[config.mk]
export PLATFORM = sky130hd
export DESIGN_NAME = uart_game_cmd_rx
export DESIGN_NICKNAME = d
export VERILOG_FILES = /design/src/rtl/uart_game_cmd_rx.sv
export SDC_FILE = /design/constraint.sdc
export NUM_CORES = 1
export LEC_CHECK = 0
export BUFFER_PORTS_ARGS = -buffer_cell sky130_fd_sc_hd__buf_2
export CAP_MARGIN = 20
export CORE_MARGIN = 10
export CORE_UTILIZATION = 40
export DETAILED_ROUTE_END_ITERATION = 12
export PLACE_DENSITY = 0.6
export SLEW_MARGIN = 10
export SYNTH_ARGS = -nofsm -noshare
export SYNTH_HDL_FRONTEND = slang
export SYNTH_SLANG_ARGS = --single-unit
export TNS_END_PERCENT = 10
[constraint.sdc]
create_clock -name i_Clk -period 5.72 [get_ports i_Clk]
set_input_delay 1.144 -clock i_Clk [delete_from_list [all_inputs] [get_ports i_Clk]]
set_output_delay 1.144 -clock i_Clk [all_outputs]
set_load 0.01 [all_outputs]
[src/rtl/uart_game_cmd_rx.sv]
// UART 8N1 receiver with a single-byte command decoder that drives the Pong
// game-start pulse and the four paddle levels, all in the pixel-clock domain.
module uart_game_cmd_rx #(
  parameter int CLKS_PER_BIT = 217,
  parameter int HOLD_CLKS    = 250000
) (
  input  logic       i_Clk,
  input  logic       i_Rst_L,
  input  logic       i_RX_Serial,
  output logic       o_RX_DV,
  output logic [7:0] o_RX_Byte,
  output logic       o_Frame_Err,
  output logic       o_Game_Start,
  output logic       o_Paddle_Up_P1,
  output logic       o_Paddle_Dn_P1,
  output logic       o_Paddle_Up_P2,
  output logic       o_Paddle_Dn_P2
);

  localparam int              TW        = (HOLD_CLKS > 1) ? $clog2(HOLD_CLKS) : 1;
  localparam logic [15:0]     BIT_LAST  = 16'(CLKS_PER_BIT - 1);
  localparam logic [15:0]     HALF_BIT  = 16'((CLKS_PER_BIT - 1) / 2);
  localparam logic [TW-1:0]   HOLD_LAST = TW'(HOLD_CLKS - 1);

  typedef enum logic [2:0] {
    S_ARM, S_IDLE, S_START, S_DATA, S_STOP, S_BREAK
  } state_e;

  // ---------------------------------------------------------------------------
  // Line synchronizer: both flops reset high so reset looks like an idle line.
  // ---------------------------------------------------------------------------
  logic meta_q, line_q;

  // NOTE: every flop here has an async reset, but only control state needs a
  // defined value; the data shadow is reset too because it is tiny.
  always_ff @(posedge i_Clk or negedge i_Rst_L) begin
    if (!i_Rst_L) begin
      meta_q <= 1'b1;
      line_q <= 1'b1;
    end else begin
      // NOTE: non-blocking assignment makes the two stages sample the old
      // values, giving a real two-flop chain instead of one collapsed flop.
      meta_q <= i_RX_Serial;
      line_q <= meta_q;
    end
  end

  // ---------------------------------------------------------------------------
  // Receive FSM
  // ---------------------------------------------------------------------------
  state_e      state_q, state_d;
  logic [15:0] cnt_q, cnt_d;
  logic [2:0]  idx_q, idx_d;
  logic [7:0]  shadow_q, shadow_d;
  logic [7:0]  byte_q, byte_d;
  logic        dv_q, dv_d;
  logic        ferr_q, ferr_d;

  always_ff @(posedge i_Clk or negedge i_Rst_L) begin
    if (!i_Rst_L) begin
      state_q  <= S_ARM;
      cnt_q    <= '0;
      idx_q    <= '0;
      shadow_q <= '0;
      byte_q   <= '0;
      dv_q     <= 1'b0;
      ferr_q   <= 1'b0;
    end else begin
      state_q  <= state_d;
      cnt_q    <= cnt_d;
      idx_q    <= idx_d;
      shadow_q <= shadow_d;
      byte_q   <= byte_d;
      dv_q     <= dv_d;
      ferr_q   <= ferr_d;
    end
  end

  always_comb begin
    // NOTE: defaults first so no path leaves a variable unassigned (no latch).
    state_d  = state_q;
    cnt_d    = cnt_q;
    idx_d    = idx_q;
    shadow_d = shadow_q;
    byte_d   = byte_q;
    dv_d     = 1'b0;
    ferr_d   = 1'b0;

    case (state_q)
      S_ARM: begin
        if (!line_q) begin
          cnt_d = '0;
        end else if (cnt_q == BIT_LAST) begin
          cnt_d   = '0;
          state_d = S_IDLE;
        end else begin
          cnt_d = cnt_q + 16'd1;
        end
      end
      S_IDLE: begin
        if (!line_q) begin
          cnt_d   = '0;
          state_d = S_START;
        end
      end
      S_START: begin
        if (cnt_q == HALF_BIT) begin
          cnt_d = '0;
          if (!line_q) begin
            idx_d   = '0;
            state_d = S_DATA;
          end else begin
            state_d = S_IDLE;
          end
        end else begin
          cnt_d = cnt_q + 16'd1;
        end
      end
      S_DATA: begin
        if (cnt_q == BIT_LAST) begin
          cnt_d            = '0;
          shadow_d[idx_q]  = line_q;
          if (idx_q == 3'd7) state_d = S_STOP;
          else               idx_d   = idx_q + 3'd1;
        end else begin
          cnt_d = cnt_q + 16'd1;
        end
      end
      S_STOP: begin
        if (cnt_q == BIT_LAST) begin
          cnt_d = '0;
          if (line_q) begin
            byte_d  = shadow_q;
            dv_d    = 1'b1;
            state_d = S_IDLE;
          end else begin
            ferr_d  = 1'b1;
            state_d = S_BREAK;
          end
        end else begin
          cnt_d = cnt_q + 16'd1;
        end
      end
      S_BREAK: begin
        if (line_q) state_d = S_IDLE;
      end
      default: state_d = S_ARM;
    endcase
  end

  // ---------------------------------------------------------------------------
  // Command decoder and per-player paddle hold timers
  // ---------------------------------------------------------------------------
  logic          game_q, game_d;
  logic          up1_q, up1_d, dn1_q, dn1_d;
  logic          up2_q, up2_d, dn2_q, dn2_d;
  logic [TW-1:0] tmr1_q, tmr1_d, tmr2_q, tmr2_d;
  logic [7:0]    cmd;

  // Clearing bit 5 folds lower-case letters onto upper case.
  assign cmd = byte_q & 8'hDF;

  always_ff @(posedge i_Clk or negedge i_Rst_L) begin
    if (!i_Rst_L) begin
      game_q <= 1'b0;
      up1_q  <= 1'b0;
      dn1_q  <= 1'b0;
      up2_q  <= 1'b0;
      dn2_q  <= 1'b0;
      tmr1_q <= '0;
      tmr2_q <= '0;
    end else begin
      game_q <= game_d;
      up1_q  <= up1_d;
      dn1_q  <= dn1_d;
      up2_q  <= up2_d;
      dn2_q  <= dn2_d;
      tmr1_q <= tmr1_d;
      tmr2_q <= tmr2_d;
    end
  end

  always_comb begin
    game_d = 1'b0;
    up1_d  = up1_q;
    dn1_d  = dn1_q;
    up2_d  = up2_q;
    dn2_d  = dn2_q;
    tmr1_d = tmr1_q;
    tmr2_d = tmr2_q;

    if (up1_q || dn1_q) begin
      if (tmr1_q == '0) begin
        up1_d = 1'b0;
        dn1_d = 1'b0;
      end else begin
        tmr1_d = tmr1_q - TW'(1);
      end
    end
    if (up2_q || dn2_q) begin
      if (tmr2_q == '0) begin
        up2_d = 1'b0;
        dn2_d = 1'b0;
      end else begin
        tmr2_d = tmr2_q - TW'(1);
      end
    end

    // A fresh command overrides the timer bookkeeping above.
    if (dv_q) begin
      if (byte_q == 8'h20) begin
        up1_d  = 1'b0;
        dn1_d  = 1'b0;
        up2_d  = 1'b0;
        dn2_d  = 1'b0;
        tmr1_d = '0;
        tmr2_d = '0;
      end else begin
        case (cmd)
          8'h47: game_d = 1'b1;
          8'h51: begin up1_d = 1'b1; dn1_d = 1'b0; tmr1_d = HOLD_LAST; end
          8'h41: begin up1_d = 1'b0; dn1_d = 1'b1; tmr1_d = HOLD_LAST; end
          8'h50: begin up2_d = 1'b1; dn2_d = 1'b0; tmr2_d = HOLD_LAST; end
          8'h4C: begin up2_d = 1'b0; dn2_d = 1'b1; tmr2_d = HOLD_LAST; end
          default: ;
        endcase
      end
    end
  end

  assign o_RX_DV        = dv_q;
  assign o_RX_Byte      = byte_q;
  assign o_Frame_Err    = ferr_q;
  assign o_Game_Start   = game_q;
  assign o_Paddle_Up_P1 = up1_q;
  assign o_Paddle_Dn_P1 = dn1_q;
  assign o_Paddle_Up_P2 = up2_q;
  assign o_Paddle_Dn_P2 = dn2_q;

endmodule
==> results of run 1 <==
-- report_power, final --
part | internal (mW) | leakage [nW] | switching, mW
combinational | 0.00832 | 0.957 | 0.0189
sequential | 0.590 | 1.15 | 0.00404
clock | 0.292 | 0.125 | 0.224
-- synthesized netlist by cell type (all sizes together) (8+ instances only) --
cell type,n,area share (%)
a211oi,8,1.3
a21oi,28,3.2
clkbuf,13,1.1
dfrtp,81,44
inv,16,1.3
mux2,19,4.8
nand2,24,2.0
nand3,22,2.4
nand4,9,1.2
nor2,47,3.9
nor3,16,1.8
nor3b,8,1.3
nor4,16,2.7
o21ai,9,0.98
xnor2,23,4.4
xor2,13,2.5
-- cells by family (layout without fill, tap and decap cells) --
family | count (synthesis) | after routing
compound gates | 75 | 75
xor+xnor | 36 | 36
fa+ha+maj | 6 | 6
buf+inv | 35 | 51
flops | 83 | 83
mux | 26 | 26
simple gates | 195 | 195
-- through the flow --
stage / area [µm²] / utilization, % / hold WS (ns) / power, mW
floorplan: 4570 / - / 0.345 / 0.615
global placement: 4760 / 43.1 / 0.349 / 0.630
CTS: 5020 / 45.5 / 0.362 / 1.15
finish: 5050 / 45.8 / 0.363 / 1.14
global route: 5050 / 45.8 / 0.364 / 1.19
detailed placement: 4760 / 43.1 / 0.353 / 0.631
-- per-layer routing --
layer,GRT usage (%),vias up,part of all wire [%]
li1,-,1681,-
met4,3.08,0,0.47
met3,3.50,2,2.6
met2,18.1,29,48
met1,15.5,1628,49
met5,0,-,0
-- sequential cells by signal (all words and copies together), names as in the netlist --
name / cells
tmr1_q: 18
tmr2_q: 18
cnt_q: 16
o_RX_Byte: 8
shadow_q: 8
idx_q: 3
state_q: 3
line_q: 1
meta_q: 1
o_Frame_Err: 1
o_Game_Start: 1
o_Paddle_Dn_P1: 1
o_Paddle_Dn_P2: 1
o_Paddle_Up_P1: 1
o_Paddle_Up_P2: 1
o_RX_DV: 1
-- how the worst max path moves through the flow --
stage / slack, ns / end / startpoint / cells after the start
3_5_place_dp: 3.23 / cnt_q[14] / cnt_q[0] / 7
2_1_floorplan: 3.58 / tmr1_q[1] / tmr1_q[0] / 7
3_3_place_gp: 3.27 / o_RX_Byte[2] / cnt_q[0] / 6
5_1_grt: 2.93 / tmr1_q[1] / tmr1_q[0] / 7
6_report: 3.18 / tmr1_q[1] / tmr1_q[0] / 7
4_1_cts: 3.20 / tmr1_q[1] / tmr1_q[0] / 7
-- layout make-up --
cell class,count,share of cell area [%]
sequential,83,41.2
timing repair buffer,19,2.43
multi-input combinational,338,46.5
clock buffer,11,4.61
inverter,16,1.19
tap,140,3.47
clock inverter,5,0.595
-- critical path: cells and delay by family (launching register included) --
family	cells	cell delay (ns)
buffers and inverters	1	0.10
and+or+nand+nor	2	0.87
DFF	1	0.39
adders and majority gates	1	0.16
muxes	1	0.38
AOI/OAI and AO/OA	2	0.56
==> results.ini, run 1 <==
[flow_run]
cap_violations = 0

[global_route]
grt_pass1_wl_mm = 16.1
antenna_found_initial = 0
grtUsageTotal_pct = 11.7
grt_pass1_vias = 3293
grt_max_degree = 84
grt-ovfl-total = 0

[critical_path]
r2r-start = tmr1_q[0]
cp_slowest_cell = nor3b_1
crit_arrival_ns = 2.79
reg2reg_depth = 7
end_kind = flip-flop
crit_path_max_fanout = 10
crit_path_start_kind = flip-flop
criticalPathCategory = flip-flop to flip-flop
cp_cell_sequence = inv_1, ha_1, nor3b_1, nand2_2, o21ai_0, mux2_2, a21oi_1
cp.required_ns = 5.97
reg2reg_setup_slack_ns = 3.18
r2r-end = tmr1_q[1]
cpPeakStageDelay_ns = 0.61

[clocking]
cts_tree = yes
cts-root-buf = clkbuf_16
max-clock-path-buffers = 2
clkTransAtPathRegs_ns = 0.06
cts_max_level = 3
clock-sinks = 83
clk-insertion-delay-late_ns = 0.33
cts_made_buffers = 9
post_cts_buffers = 0
postCtsHoldBufs = 0
cts_resized = 0

[timing]
timing.fmax_mhz = 393
hold_viol_final = 0
slew_violations = 0
worst_slack_ns = 3.18
setup_viol = 0
worst_slew_pin_slew_ns = 0.835
period_share_pct = 44.5
tns_ns = 0
slew_headroom_pct = 44.1
fin_crit_ns = 2.54
grt_setup_unrepaired = false
clock_skew_ns = 0.00695

[logic_synthesis]
ys.flop_type = dfrtp_1
synth_top_family_by_area = simple AND/OR/NAND/NOR gates
synth_fa_ha_area_share_pct = 1.64
synth_edf_count = 0
synth_xor_area_share_pct = 6.89
synth-seq-area-share_pct = 45.5
synthDistinctLibCells = 59
yosys_warnings = 0
synthMuxAreaShare_pct = 6.29
synth-seq-cells = 83
ys_async_sr_fraction_pct = 100
synth_area_per_cell_um2 = 10.0
synthSimpleGateAreaFrac_pct = 24.8
syn-num-nets = 465
synthCells = 456
synth_compound_area_share_pct = 11.7
netlist_area_mm2 = 0.00457

[layout]
final-seq-area_mm2 = 0.00208
multi_input_area_mm2 = 0.00235
final_cells = 612
layout_commonest_cell = dfrtp_1
mostFrequentLayoutCells = dfrtp_1, nor2_1, a21oi_1
diodes = 0
areaGrowthSynthToFinish_pct = 10.4
nFillCells = 1066
drive_gt1_share_pct = 15.3
fin_nets = 476

[placed_design]
dp_cells = 595
pre_cts_ws_ns = 3.23
place_hpwl_mm = 6.12
place.gp.congestion = 0.830
port_buffers = 17

[floorplan]
die_area_mm2 = 0.0161
die_w_um = 127
fp-row-count = 38
die_y_um = 127
core_area_mm2 = 0.0110
io_pins = 18
start_util_pct = 41.5

[power_and_ir_drop]
p_leak_nw = 2.23
ir_worst_vdd_mv = 0.141
power-per-cell-area_mw_per_mm2 = 225

[drt]
firstDrtPassIters = 4
via_per_inst = 5.46
vias = 3340
drc = 0
drt_iter0_markers = 180
wl_per_cell_um = 14.6
drt-total-wl_mm = 8.93
antenna_left = 0

[status]
status = complete, no violations

[worst_hold_path]
hp-class = flip-flop to flip-flop
hp-start = meta_q
whs_path_depth = 0
holdPathEnd = line_q

Power figures use the tool's default switching activity.
==> run 2, diff against run 1 <==
clock period = 2.7 ns   (was 5.72 ns; I/O delays follow)
==> run 2 against run 1 <==
Clock skew about the same. Global-route usage increased by 0.21 points. Total power increased by 130%. First-iteration DRC count increased by 32%. Largest power group unchanged.
==> results.ini, run 2 (synthesis gave the netlist of run 1 again) <==
[flow_run]
cap_violations = 0  ; unchanged

[layout]
drive_gt1_share_pct = 16.1  ; was 15.3%
utilization_pct = 46.5  ; was 45.8%
nFillCells = 1039  ; was 1066
layout_commonest_cell = dfrtp_1  ; unchanged
mostFrequentLayoutCells = dfrtp_1, nor2_1, a21oi_1  ; unchanged
fin_nets = 482  ; was 476
areaGrowthSynthToFinish_pct = 12.2  ; was 10.4%
biggestRegsByFlops = tmr1_q (18), tmr2_q (18), cnt_q (16)  ; unchanged
diodes = 0  ; unchanged

[drt]
wl_per_cell_um = 14.9  ; was 14.6 µm
firstDrtPassIters = 4  ; unchanged
vias = 3384  ; was 3340
drt_iter0_markers = 237  ; was 180
antenna_left = 0  ; unchanged
drt-total-wl_mm = 9.23  ; was 8.93 mm
drc = 0  ; unchanged
via_per_inst = 5.48  ; was 5.46

[timing]
period_share_pct = 88.0  ; was 44.5%
whs_ns = 0.161  ; was 0.363 ns
fin_crit_ns = 2.38  ; was 2.54 ns
clock_skew_ns = 0.00714  ; was 0.00695 ns
hold_viol_final = 0  ; unchanged
slew_headroom_pct = 47.1  ; was 44.1%
grt_setup_unrepaired = false  ; unchanged
slew_violations = 0  ; unchanged
tns_ns = 0  ; unchanged
worst_slew_pin_slew_ns = 0.793  ; was 0.835 ns
timing.fmax_mhz = 421  ; was 393 MHz
setup_viol = 0  ; unchanged

[critical_path]
critical-path-top-delay-family = simple AND/OR/NAND/NOR gates  ; unchanged
cpPeakStageDelay_ns = 0.43  ; was 0.61 ns
crit_buf_inv = 1  ; unchanged
r2r-end = state_q[0]  ; was tmr1_q[1]
reg2reg_depth = 7  ; unchanged
reg2reg_setup_slack_ns = 0.32  ; was 3.18 ns
cp_slowest_cell = dfrtp_1  ; was nor3b_1
criticalPathCategory = flip-flop to flip-flop  ; unchanged
cp.required_ns = 2.92  ; was 5.97 ns
crit_path_start_kind = flip-flop  ; unchanged
crit_arrival_ns = 2.60  ; was 2.79 ns
r2r-start = cnt_q[0]  ; was tmr1_q[0]
cp_cell_sequence = inv_1, ha_1, nor3b_1, and4_1, nor2_1, or3_4, mux2_4  ; was inv_1, ha_1, nor3b_1, nand2_2, o21ai_0, mux2_2, a21oi_1
cp_num_cells = 7  ; unchanged
crit_path_max_fanout = 6  ; was 10
end_kind = flip-flop  ; unchanged

[global_route]
grtUsageTotal_pct = 11.9  ; was 11.7%
grt_pass1_wl_mm = 16.4  ; was 16.1 mm
grt_max_degree = 47  ; was 84
antenna_found_initial = 0  ; unchanged
grt-ovfl-total = 0  ; unchanged
grt_pass1_vias = 3370  ; was 3293

[power_and_ir_drop]
ir_worst_vdd_mv = 0.283  ; was 0.141 mV
power-per-cell-area_mw_per_mm2 = 502  ; was 225 mW/mm²
p_leak_nw = 2.28  ; was 2.23 nW

[clocking]
cts_resized = 0  ; unchanged
cts_tree = yes  ; unchanged
cts-root-buf = clkbuf_16  ; unchanged
cts_made_buffers = 9  ; unchanged
clkTransAtPathRegs_ns = 0.06  ; about the same
clk-insertion-delay-late_ns = 0.34  ; was 0.33 ns
clock-sinks = 83  ; unchanged
max-clock-path-buffers = 2  ; unchanged
cts_max_level = 3  ; unchanged

[floorplan]
core_area_mm2 = 0.0110  ; unchanged
die_w_um = 127  ; unchanged
fp-row-count = 38  ; unchanged
die_y_um = 127  ; unchanged
start_util_pct = 41.5  ; unchanged
die_area_mm2 = 0.0161  ; unchanged
io_pins = 18  ; unchanged

[placed_design]
place_hpwl_mm = 6.50  ; was 6.12 mm
place.gp.congestion = 0.801  ; was 0.830
port_buffers = 17  ; unchanged

[status]
status = complete, no violations  ; unchanged

[worst_hold_path]
hp-class = input port to async pin  ; was flip-flop to flip-flop

==> run 2: worst max path at each step <==
stage / startpoint / end / slack (ns)
final: cnt_q[0] / state_q[0] / 0.32
after global placement: cnt_q[0] / o_RX_Byte[3] / 0.40
after detailed placement: cnt_q[0] / o_RX_Byte[2] / 0.26
after floorplan: tmr1_q[0] / tmr1_q[1] / 0.56
after global routing: cnt_q[0] / shadow_q[5] / 0.05
after CTS: cnt_q[0] / o_RX_Byte[3] / 0.24
==> run 2: cell type report <==
class                   count  area, µm²  area share (%)
inverters                  16       60.1            1.17
clock inverters             1       30.0           0.585
well taps                 140        175            3.41
repair buffers             25        160            3.12
flip-flops and latches     83       2080            40.5
clock buffers              15        278            5.41
multi-input cells         338       2350            45.8
==> run 2: repair_timing <==
action / 4_1_cts / 5_1_grt
setup buffers: 0 / 1
hold buffers: 0 / 0
endpoints found under the setup margin: 0 / 7
==> run 2: per-stage QoR <==
step	power [mW]	instance area (µm²)	worst slack, ns	std cells
4_1_cts	2.62	5120	0.244	617
6_report	2.57	5130	0.325	618
3_3_place_gp	1.34	4810	0.399	601
3_5_place_dp	1.34	4810	0.257	601
2_1_floorplan	1.30	4570	0.559	456
5_1_grt	2.68	5130	0.0544	618
==> run 2: worst reg2reg max path: stages (launching register included) <==
cell	delay [ns]
dfrtp_1	0.43
inv_1	0.08
ha_1	0.14
nor3b_1	0.33
and4_1	0.42
nor2_1	0.13
or3_4	0.42
mux2_4	0.30
==> run 2: power by group <==
part / internal, mW / switching [mW] / leakage, nW / total, mW
sequential: 1.25 / 0.00889 / 1.15 / 1.26
combinational: 0.0174 / 0.0398 / 0.982 / 0.0571
clock: 0.793 / 0.464 / 0.150 / 1.26
total: 2.06 / 0.512 / 2.28 / 2.57
==> run 2: routing by layer <==
metal | track usage [%] | share of wire (%) | vias up
met2 | 18.6 | 47 | 27
met1 | 15.8 | 49 | 1655
met3 | 3.21 | 2.6 | 9
li1 | - | - | 1693
met4 | 3.42 | 0.92 | 0
met5 | 0 | 0 | -
==> run 3, diff against run 2 <==
CORE_MARGIN = unset   (was 10)
clock period = 2.3 ns   (was 2.7 ns; I/O delays follow)
==> run 3 against run 2 <==
Sequential share of layout area decreased by 0.81 points. Clock-buffer cell count decreased by 1. Register-to-register slack got worse by 0.12 ns. Sequential cell count did not move. Critical path type unchanged.
==> results.ini, run 3 (synthesis gave the netlist of run 1 again) <==
[status]
status = complete, no violations  ; unchanged

[layout]
mostFrequentLayoutCells = dfrtp_1, nor2_1, a21oi_1  ; unchanged
biggestRegsByFlops = tmr1_q (18), tmr2_q (18), cnt_q (16)  ; unchanged
design_area_mm2 = 0.00524  ; was 0.00513 mm²
areaGrowthSynthToFinish_pct = 14.5  ; was 12.2%
drive_gt1_share_pct = 18.9  ; was 16.1%
nFillCells = 1022  ; was 1039
fin_nets = 495  ; was 482
layout_commonest_cell = dfrtp_1  ; unchanged
diodes = 0  ; unchanged

[clocking]
postCtsHoldBufs = 0  ; unchanged
cts-root-buf = clkbuf_16  ; unchanged
cts_max_level = 3  ; unchanged
cts_made_buffers = 9  ; unchanged
clkTransAtPathRegs_ns = 0.06  ; about the same
max-clock-path-buffers = 2  ; unchanged
clock-sinks = 83  ; unchanged
cts_tree = yes  ; unchanged
post_cts_buffers = 0  ; unchanged
clk-insertion-delay-late_ns = 0.34  ; about the same

[floorplan]
start_util_pct = 41.6  ; was 41.5%
fp-row-count = 38  ; unchanged
core_area_mm2 = 0.0110  ; about the same
die_w_um = 109  ; was 127 µm
die_area_mm2 = 0.0119  ; was 0.0161 mm²
die_y_um = 109  ; was 127 µm
io_pins = 18  ; unchanged

[timing]
clock_skew_ns = 0.00402  ; was 0.00714 ns
period_share_pct = 91.1  ; was 88.0%
tns_ns = 0  ; unchanged
fin_crit_ns = 2.10  ; was 2.38 ns
worst_slew_pin_slew_ns = 0.499  ; was 0.793 ns
slew_violations = 0  ; unchanged
hold_viol_final = 0  ; unchanged
slew_headroom_pct = 66.4  ; was 47.1%
worst_slack_ns = 0.205  ; was 0.325 ns
grt_setup_unrepaired = false  ; unchanged
timing.fmax_mhz = 477  ; was 421 MHz
setup_viol = 0  ; unchanged

[drt]
vias = 3424  ; was 3384
firstDrtPassIters = 4  ; unchanged
drc = 0  ; unchanged
via_per_inst = 5.43  ; was 5.48
drt_iter0_markers = 115  ; was 237
drt-total-wl_mm = 9.28  ; was 9.23 mm
antenna_left = 0  ; unchanged
wl_per_cell_um = 14.7  ; was 14.9 µm

[power_and_ir_drop]
p_leak_nw = 2.35  ; was 2.28 nW
power-per-cell-area_mw_per_mm2 = 582  ; was 502 mW/mm²
ir_worst_vdd_mv = 0.427  ; was 0.283 mV

[placed_design]
place.gp.congestion = 0.807  ; was 0.801
place_hpwl_mm = 6.47  ; was 6.50 mm
placed_cell_area_mm2 = 0.00492  ; was 0.00481 mm²
pre_cts_ws_ns = 0.0226  ; was 0.257 ns
port_buffers = 17  ; unchanged

[global_route]
grt-ovfl-total = 0  ; unchanged
antenna_found_initial = 0  ; unchanged
grt_pass1_vias = 3399  ; was 3370
grtUsageTotal_pct = 17.7  ; was 11.9%
grt_pass1_wl_mm = 16.3  ; was 16.4 mm
grt_max_degree = 55  ; was 47

[critical_path]
reg2reg_depth = 6  ; was 7
end_kind = flip-flop  ; unchanged
cp.required_ns = 2.53  ; was 2.92 ns
critPathLaunch = state_q[1]  ; was cnt_q[0]
reg2reg_setup_slack_ns = 0.20  ; was 0.32 ns
r2r-start = state_q[1]  ; was cnt_q[0]
crit_path_max_fanout = 13  ; was 6
r2r-end = cnt_q[14]  ; was state_q[0]
crit_arrival_ns = 2.33  ; was 2.60 ns
crit_path_start_kind = flip-flop  ; unchanged
criticalPathCategory = flip-flop to flip-flop  ; unchanged

[worst_hold_path]
hp-class = input port to async pin  ; unchanged

[flow_run]
cap_violations = 0  ; unchanged

[run 3: area by class of cell]
| type | count | area (µm²) | area share (%) |
|---|---|---|---|
| Sequential cell | 83 | 2080 | 39.7 |
| Inverter | 16 | 60.1 | 1.15 |
| Timing Repair Buffer | 38 | 258 | 4.92 |
| Tap cell | 140 | 175 | 3.35 |
| Clock inverter | 2 | 35.0 | 0.669 |
| Multi-Input combinational cell | 338 | 2350 | 45.0 |
| Clock buffer | 14 | 274 | 5.23 |
[run 3: worst max-delay path, stage by stage (launching register included)]
cell,delay [ns]
dfrtp_1,0.63
nor2b_1,0.36
nand2b_1,0.14
nor2_1,0.33
o31ai_2,0.10
buf_4,0.18
o311ai_1,0.25
[run 3: power by group]
| part | leakage [nW] | internal, mW | total (mW) | switching, mW |
|---|---|---|---|---|
| clock | 0.153 | 0.929 | 1.49 | 0.562 |
| sequential | 1.15 | 1.47 | 1.47 | 0.00679 |
| combinational | 1.05 | 0.0256 | 0.0784 | 0.0527 |
| total | 2.35 | 2.42 | 3.04 | 0.622 |
[run 3: what timing repair did]
action / in CTS / in global routing
gates resized for setup: 0 / 2
setup endpoints to repair: 0 / 16
hold endpoints to repair: 0 / 0
[run 3: how the worst max path moves through the flow]
stage / endpoint / slack (ns) / cells after the start
floorplan: tmr1_q[1] / 0.16 / 7
global placement: state_q[0] / 0.06 / 7
detailed placement: state_q[0] / 0.02 / 7
CTS: state_q[0] / 0.009 / 7
global route: cnt_q[14] / 0.06 / 6
finish: cnt_q[14] / 0.20 / 6
[run 3: layer usage]
layer,global-route usage [%],routed length [µm],vias to the layer above
met1,22.9,4590,1657
met5,0,0,-
met4,5.98,104,0
met3,4.96,285,8
li1,-,-,1718
met2,28.3,4300,41
[run 3: metrics by stage]
step	hold slack [ns]	power [mW]	utilization, %	cells
global placement	0.349	1.58	44.8	615
CTS	0.0492	3.09	47.6	631
floorplan	0.164	1.53	-	456
global route	0.0642	3.16	47.7	631
detailed placement	0.350	1.58	44.8	615
finish	0.0481	3.04	47.7	631
